$ cat src/rtl/mult_pkg.sv
// Shared types and constants for the iterative 32x32 shift-add multiplier.
// Build option: SIGNED_MULT_EN adds the FIX state used for signed (MULT) operation.
package mult_pkg;

  localparam int MULT_W = 32;
  localparam int PROD_W = 64;
  localparam int ITER   = 32;
  localparam int CNT_W  = $clog2(ITER) + 1;

`ifdef SIGNED_MULT_EN
  typedef enum logic [1:0] {
    ST_IDLE = 2'd0,
    ST_RUN  = 2'd1,
    ST_FIX  = 2'd2,
    ST_DONE = 2'd3
  } state_t;
`else
  typedef enum logic [1:0] {
    ST_IDLE = 2'd0,
    ST_RUN  = 2'd1,
    ST_DONE = 2'd3
  } state_t;
`endif

endpackage

$ cat src/rtl/add_opr.sv
// 32-bit ripple-carry adder used by the multiplier's accumulate step.
module add_opr (
  input  logic [31:0] a,
  input  logic [31:0] b,
  input  logic        ci,
  output logic [31:0] sum,
  output logic        co
);

  logic [32:0] carry;

  // Bit-serial carry chain, one full adder per bit.
  always_comb begin
    carry    = '0;
    sum      = '0;
    carry[0] = ci;
    for (int i = 0; i < 32; i++) begin
      sum[i]       = a[i] ^ b[i] ^ carry[i];
      carry[i + 1] = (a[i] & b[i]) | (carry[i] & (a[i] ^ b[i]));
    end
    co = carry[32];
  end

endmodule

$ cat src/rtl/mult_unit.sv
// Iterative shift-add multiplier: 32x32 -> 64, one partial product per cycle.
// Build option: define SIGNED_MULT_EN for signed (MULT) support via is_signed;
// operands are converted to magnitudes at load and the product is negated in FIX.
// Without it the unit performs unsigned multiplication (MULTU) only.
module mult_unit
  import mult_pkg::*;
(
  input  logic        clk,
  input  logic        rst,
  input  logic        start,
  input  logic [31:0] a,
  input  logic [31:0] b,
`ifdef SIGNED_MULT_EN
  input  logic        is_signed,
`endif
  output logic        busy,
  output logic        done,
  output logic [31:0] hi,
  output logic [31:0] lo
);

  state_t              state;
  logic [MULT_W-1:0]   mcand;
  logic [PROD_W-1:0]   prod;
  logic [PROD_W-1:0]   prod_run;
  logic [CNT_W-1:0]    cnt;
  logic [MULT_W-1:0]   a_ld;
  logic [MULT_W-1:0]   b_ld;
  logic [MULT_W-1:0]   sum;
  logic                co;

`ifdef SIGNED_MULT_EN
  logic                neg;
  logic                neg_ld;

  function automatic logic [MULT_W-1:0] abs_val(input logic signed [MULT_W-1:0] x,
                                                input logic en);
    if (en && (x < 0)) return MULT_W'(-x);
    return x;
  endfunction

  function automatic logic [PROD_W-1:0] negate(input logic [PROD_W-1:0] x);
    return ~x + 64'd1;
  endfunction
`endif

  add_opr u_add (
    .a   (prod[63:32]),
    .b   (mcand),
    .ci  (1'b0),
    .sum (sum),
    .co  (co)
  );

  // Operand conditioning at load time (magnitudes and result sign in signed mode).
  always_comb begin
`ifdef SIGNED_MULT_EN
    a_ld   = abs_val(a, is_signed);
    b_ld   = abs_val(b, is_signed);
    neg_ld = is_signed & (a[31] ^ b[31]);
`else
    a_ld   = a;
    b_ld   = b;
`endif
  end

  // One shift-add step: adder carry-out becomes bit 63 ahead of the right shift.
  always_comb begin
    prod_run = {1'b0, prod[63:1]};
    if (prod[0]) prod_run = {co, sum, prod[31:1]};
  end

  // Control FSM and product register; outputs busy/done are registered.
  always_ff @(posedge clk) begin
    if (rst) begin
      state <= ST_IDLE;
      prod  <= '0;
      cnt   <= '0;
      busy  <= 1'b0;
      done  <= 1'b0;
`ifdef SIGNED_MULT_EN
      neg   <= 1'b0;
`endif
    end else begin
      done <= 1'b0;
      case (state)
        ST_IDLE, ST_DONE: begin
          if (start) begin
            mcand <= a_ld;
            prod  <= {{MULT_W{1'b0}}, b_ld};
            cnt   <= '0;
            busy  <= 1'b1;
            state <= ST_RUN;
`ifdef SIGNED_MULT_EN
            neg   <= neg_ld;
`endif
          end else begin
            state <= ST_IDLE;
          end
        end
        ST_RUN: begin
          prod <= prod_run;
          cnt  <= cnt + CNT_W'(1);
          if (cnt == CNT_W'(ITER - 1)) begin
`ifdef SIGNED_MULT_EN
            state <= ST_FIX;
`else
            state <= ST_DONE;
            busy  <= 1'b0;
            done  <= 1'b1;
`endif
          end
        end
`ifdef SIGNED_MULT_EN
        ST_FIX: begin
          if (neg) prod <= negate(prod);
          state <= ST_DONE;
          busy  <= 1'b0;
          done  <= 1'b1;
        end
`endif
        default: begin
          state <= ST_IDLE;
          busy  <= 1'b0;
        end
      endcase
    end
  end

  assign hi = prod[63:32];
  assign lo = prod[31:0];

endmodule

$ cat config.mk
export PLATFORM = sky130hd
export DESIGN_NAME = mult_unit
export DESIGN_NICKNAME = d
export VERILOG_FILES = /design/src/rtl/mult_pkg.sv /design/src/rtl/add_opr.sv /design/src/rtl/mult_unit.sv
export SDC_FILE = /design/constraint.sdc
export NUM_CORES = 1
export LEC_CHECK = 0
export ABC_AREA = 0
export ABC_CLOCK_PERIOD_IN_PS = 15300
export CORE_UTILIZATION = 51
export CTS_BUF_LIST = sky130_fd_sc_hd__clkbuf_4 sky130_fd_sc_hd__clkbuf_8
export DETAILED_ROUTE_END_ITERATION = 8
export GPL_TIMING_DRIVEN = 0
export HOLD_SLACK_MARGIN = 0.08
export PLACE_DENSITY = 0.81
export REMOVE_ABC_BUFFERS = 1
export SLEW_MARGIN = 10
export SYNTH_ARGS = -nofsm -noshare
export SYNTH_HDL_FRONTEND = slang
export SYNTH_SLANG_ARGS = --single-unit
$ cat constraint.sdc
create_clock -name clk -period 15.3 [get_ports clk]
set_input_delay 1.53 -clock clk [delete_from_list [all_inputs] [get_ports clk]]
set_output_delay 1.53 -clock clk [all_outputs]
set_load 0.005 [all_outputs]
# Word level (Yosys, flattened, before mapping)
# Index checks and enable logic that the tools add are counted.
op_classes:
  shifts: 0
  n_reduce_logical: 7
  addsub: 1
  div_mod_pow: 0
  n_eq_ne: 5
  bitwise: 159
  muxes: 12
  multipliers: 0
  order_cmp: 0
ops:
  columns: ["op", "n"]
  rows:
  - ["64-bit two-way mux", 2]
  - ["64-bit case mux with 2 select lines", 1]
  - ["1-bit bitwise AND", 63]
  - ["1-bit bitwise XOR", 63]
  - ["1-bit bitwise OR", 31]
  - ["6-bit case mux with 2 select lines", 1]
  - ["6-bit by 1-bit adder with 6-bit output, second input constant", 1]
  - ["6-bit by 5-bit == test with 1-bit output, second input constant", 1]
  - ["6-bit two-way mux", 1]
  - ["1-bit two-way mux", 4]
  - ["2-bit != test, second input constant", 2]
  - ["2-bit case mux with 2 select lines", 1]
  - ["2-bit AND reduction", 2]
  - ["2-bit OR reduction", 2]
  - ["3-bit AND reduction", 1]
  - ["2-bit by 1-bit == test with 1-bit output, second input constant", 1]
  - ["2-bit == test, second input constant", 1]
  - ["2-bit zero test", 1]
  - ["2-bit two-way mux", 1]
  - ["1-bit inverter", 2]
  - ["1-bit case mux with 2 select lines", 1]
  - ["2-bit nonzero test", 1]
word_totals:
  elab_cells: 190
  reg_bits: 106
  latch_bits: 0
  output_inout_bits: 66
  inputBits: 67
  mem_count: 0
  ram_bits: 0
  mem_bits_ro: 0

# Depth between registers and ports, before layout
logic_depth:
  word_depth: 65
  depth_mapped: 37
  depth_no_buf: 37

# By module
# A second synthesis with hierarchy kept.
unflattened:
  hier_cells: 416
  area_unflattened_um2: 4993.5
modules_own_cells:
  columns: ["mod", "cells_each", "seq_area_each_um2", "area_each_um2", "instances"]
  rows:
  - ["mult_unit", 374, 2442.3, 4315.4, 1]
  - ["add_opr", 42, 0.0, 678.2, 1]

# Worst setup path after synthesis
# No wires, ideal clock.
synth_timing:
  kind: "register to register"
  from: "register mcand[0]"
  to: "register prod[62]"
  setup_ns: 0.128
  path_stages_with_launch: 38
  synth_period_minus_slack_ns: 12.638
  t_arrival_ns: 12.511
  setup_slack_ns: 2.662
  n_path_buf: 0
  required_ns: 15.172
  cell_sequence: "edfxtp_1 -> ha_1 -> fa_1 -> fa_1 -> fa_1 -> fa_1 -> fa_1 -> fa_1 -> fa_1 -> fa_1 -> fa_1 -> fa_1 -> fa_1 -> fa_1 -> fa_1 -> fa_1 -> fa_1 -> fa_1 -> [2 not listed] -> fa_1 -> fa_1 -> fa_1 -> fa_1 -> fa_1 -> fa_1 -> fa_1 -> fa_1 -> fa_1 -> fa_1 -> fa_1 -> inv_1 -> fa_1 -> inv_1 -> fa_1 -> mux2i_1 -> a2bb2oi_1 -> nor2_1"
synth_between:
  elab_chain_len: 64
synth_lines:
  columns: ["element", "line", "source"]
  rows:
  - ["start, declared", "mult_unit.sv:23", "logic [MULT_W-1:0] mcand;"]
  - ["start signal, assigned", "mult_unit.sv:89", "mcand <= a_ld;"]
  - ["1-bit bitwise AND (2 in series)", "add_opr.sv:19", "carry[i + 1] = (a[i] & b[i]) | (carry[i] & (a[i] ^ b[i]));"]
  - ["1-bit bitwise OR", "add_opr.sv:19", null]
  - ["1-bit bitwise AND", "add_opr.sv:19", null]
  - ["1-bit bitwise OR", "add_opr.sv:19", null]
  - ["1-bit bitwise AND", "add_opr.sv:19", null]
  - ["1-bit bitwise OR", "add_opr.sv:19", null]
  - ["1-bit bitwise AND", "add_opr.sv:19", null]
  - ["1-bit bitwise OR", "add_opr.sv:19", null]
  - ["[47 not listed]", null, null]
  - ["1-bit bitwise OR", "add_opr.sv:19", null]
  - ["1-bit bitwise AND", "add_opr.sv:19", null]
  - ["1-bit bitwise OR", "add_opr.sv:19", null]
  - ["1-bit bitwise AND", "add_opr.sv:19", null]
  - ["1-bit bitwise OR", "add_opr.sv:19", null]
  - ["1-bit bitwise XOR", "add_opr.sv:18", "sum[i] = a[i] ^ b[i] ^ carry[i];"]
  - ["64-bit two-way mux", "mult_unit.sv:70", "if (prod[0]) prod_run = {co, sum, prod[31:1]};"]
  - ["64-bit case mux with 2 select lines", "mult_unit.sv:86", "case (state)"]
  - ["end signal, assigned", "mult_unit.sv:90", "prod <= {{MULT_W{1'b0}}, b_ld};"]
  - ["end signal, assigned", "mult_unit.sv:102", "prod <= prod_run;"]
  - ["end, declared", "mult_unit.sv:24", "logic [PROD_W-1:0] prod;"]
# No other way between the ends.
# A chain may end at the register's enable or synchronous reset.

# Worst setup path after layout
layout_timing:
  from: "register prod[32]"
  to: "register prod[62]"
layout_between:
  elab_chain_len: 64
layout_lines:
  columns: ["element", "line"]
  rows:
  - ["1-bit bitwise AND (2 in series)", "add_opr.sv:19"]
  - ["1-bit bitwise OR", "add_opr.sv:19"]
  - ["1-bit bitwise AND", "add_opr.sv:19"]
  - ["1-bit bitwise OR", "add_opr.sv:19"]
  - ["1-bit bitwise AND", "add_opr.sv:19"]
  - ["1-bit bitwise OR", "add_opr.sv:19"]
  - ["1-bit bitwise AND", "add_opr.sv:19"]
  - ["1-bit bitwise OR", "add_opr.sv:19"]
  - ["[47 not listed]", null]
  - ["1-bit bitwise OR", "add_opr.sv:19"]
  - ["1-bit bitwise AND", "add_opr.sv:19"]
  - ["1-bit bitwise OR", "add_opr.sv:19"]
  - ["1-bit bitwise AND", "add_opr.sv:19"]
  - ["1-bit bitwise OR", "add_opr.sv:19"]
  - ["1-bit bitwise XOR", "add_opr.sv:18"]
  - ["64-bit two-way mux", "mult_unit.sv:70"]
  - ["64-bit case mux with 2 select lines", "mult_unit.sv:86"]
# No other way between the ends.

==> summary.md <==
| Metric | Value |
|---|---|
| Post-route core utilization | 0.689 |
| Synth-to-Final Area Change | 30.2% |
| Yosys warns | 0 |
| Clock power share | 0.292 |
| Reg area | 2440 um^2 |
| Comb pwr share | 0.182 |
| Clock tree buffer depth | 2 |
| Sequential share of the synthesized area | 0.470 |
| First-pass GRT wire length | 17.2 mm |
| Most common cell after layout, fill and taps aside | clkdlybuf4s50_1 |
| Pre-CTS setup slack | 1.96 ns |
| Crit path max-delay cell type | fa_1 |
| Power Density | 88.8 nW/um^2 |
| Unrepaired setup endpoints after global routing | false |
| Top post-synthesis cells by area | dfxtp_1 29%, edfxtp_1 19%, fa_1 12%, mux2i_1 9.6%, nor2_1 7.7% |
| HPWL after detailed placement | 7.60 mm |
| Hold_sp | cnt[1] |
| Worst Slack Setup Final | 1.94 ns |
| WL/cell | 14.8 um |
| Final hold vios | 0 |
| Setup CP Type | flip-flop to flip-flop |
| # diodes | 0 |
| CP peak stage delay | 0.43 ns |
| Count of final setup violators | 0 |
| Worst EP arrival | 13.58 ns |
| Synth Register Bits | 106 |
| Final wirelength | 10.7 mm |
| Final instance area | 6760 um^2 |
| Leading cell types in the layout, fill and taps excluded | 131 x clkdlybuf4s50_1, 106 x nor2_1, 73 x dfxtp_1 |
| Cell taking the most area after synthesis | dfxtp_1 |
| Post_cts resized | 0 |
| Final Cycle Share | 0.873 |
| Postcts setup bufs | 0 |
| Pint | 0.446 mW |
| Layout cells sized above 1 | 0.0545 |
| Pins Over Slew Limit | 0 |
| VDD IR max | 40.8 uV |
| Switching power share of the total | 0.258 |
| Share of the synthesized area in the top cell type | 0.285 |
| CP dominant cell by count | fa_1 |
| Area post-placement | 6560 um^2 |
| Reg-to-Reg Start | prod[32] |
| Mapped Area | 5190 um^2 |
| Routed Antenna Nets | 0 |
| CTS sink cnt | 106 |
| Nets | 684 |
| CTS root buf | clkbuf_8 |
| CTS tree | done |
| Largest net degree at the start of global routing | 72 |
| Sw Pwr | 0.155 mW |
| Worst-skew pair later-pin latency | 0.36 ns |
| Vias per std cell | 5.26 |
| Clock slew seen by the registers of the worst setup and hold paths | 0.10 ns |
| Status | finished, final reports clean |
| Setup TNS | 0 ns |
| Vias | 3,787 |
| Max-Cap Viols | 0 |
| Share of total power in sequential cells | 0.527 |
| Tmin final | 13.36 ns |
| Leakage | 2.54 nW |
| Required @ worst endpoint | 15.52 ns |
| H-Tree Depth | 3 |
| Vias in the first global route | 3,662 |
| # DRC | 0 |
| Hold_buf cts | 0 |
| Setup crit start | prod[32] |
| I/O pins | 133 |
| Area of the multi-input gates | 2460 um^2 |
| Crit Path Max Fanout | 4 |
| Delay-heaviest family, CP | adder cells |
| Gr usage total | 0.211 |
| Clock skew | 0.0162 ns |
| CP Launch Type | flip-flop |
| Hold WC Path Type | flip-flop to flip-flop |
| Syn Area/Cell | 11.0 um^2 |
| Die area | 10,600 um^2 |
| Cts bufs inserted | 9 |
| Crit. End Element | flip-flop |
| Core region area | 9820 um^2 |
| Synth cell types | 35 |
| Width of the die | 103 um |
| Die Y | 103 um |
| Slew Limit Headroom | 0.315 |
| Post-Syn Instances | 471 |
| Initial antenna violation count | 0 |
| Count of input and output buffers | 132 |
| Crit path buffers/inverters | 2 |
| DRT Pass-1 Iters | 4 |
| Initial DRC Count | 138 |
| Initial core utilization | 0.529 |
| Routability Congestion | 0.744 |
| Least-Margin Pin Slew | 1.03 ns |
| Fillers | 781 |
| GRT overflow | 0 |
| Rows | 36 |
| F_max | 0.0748 GHz |
layer usage:
metal  share of wire  GRT usage
met5               0          0
met1            0.42      0.265
met2            0.52      0.369
met4           0.018     0.0693
met3           0.040     0.0386
cell families after synthesis:
family                   Yosys count  synth area share
AO/OA/AOI/OAI                     75             0.108
XOR/XNOR                           3           0.00506
adder cells (fa/ha/maj)           35             0.129
buffers and inverters             55            0.0605
flip-flops                       106             0.470
multiplexers                      51            0.0993
AND/OR/NAND/NOR                  146             0.128
per-stage QoR:
step	total power [mW]	instances	hold slack, ns
CTS	0.605	720	0.481
detailed placement	0.433	704	0.466
floorplan	0.375	435	0.443
global route	0.628	720	0.499
global placement	0.426	700	0.458
finish	0.600	720	0.482
power by group through the flow:
stage	registers, mW	logic (mW)	clock network [mW]
final	0.316	0.109	0.175
after floorplan	0.325	0.0503	0
after CTS	0.316	0.110	0.179
after global routing	0.318	0.119	0.190
after global placement	0.326	0.0996	0
after detailed placement	0.323	0.110	0
final timing paths:
kind | to | slack (ns) | cells after the start
hold reg to reg | cnt[1] | 0.48 | 2
setup reg to reg | prod[62] | 1.94 | 37
hold / removal | cnt[1] | 0.48 | 2
setup / recovery | prod[62] | 1.94 | 37
synthesized netlist by cell type:
master	instances
nand2b_1	2
mux2i_1	50
buf_6	10
nand2_8	1
o21bai_1	1
buf_2	11
nand3_1	3
nand2b_4	1
clkbuf_4	1
fa_1	31
nor3_1	3
a211oi_1	19
nor4_2	4
nand3b_1	2
dfxtp_1	74
edfxtp_1	32
o2111ai_1	1
o22ai_1	1
mux2_4	1
xnor2_1	1
inv_1	19
nand2_1	9
a21oi_1	8
nand4_1	2
o21ai_0	1
a2bb2oi_1	30
clkbuf_1	7
xor2_1	2
nor4_1	9
ha_1	4
buf_4	4
buf_1	3
a31oi_1	14
or3_1	3
nor2_1	107
final cells by class:
| cell class | instances | area share |
|---|---|---|
| Multi-Input combinational cell | 310 | 0.364 |
| Sequential cell | 106 | 0.361 |
| Timing Repair Buffer | 136 | 0.210 |
| Tap cell | 133 | 0.0246 |
| Clock buffer | 10 | 0.0194 |
| Inverter | 19 | 0.0105 |
| Clock inverter | 6 | 0.0104 |
state kept, by name, indices dropped and copies added (netlist names):
register,count
done,1
busy,1
mcand,32
state,2
cnt,6
prod,64
tightest hold or removal path, stage by stage, from the launching register on:
cell	delay, ns
dfxtp_1	0.34
nand2_1	0.06
a21oi_1	0.05
(Power assumes the default switching activity.)
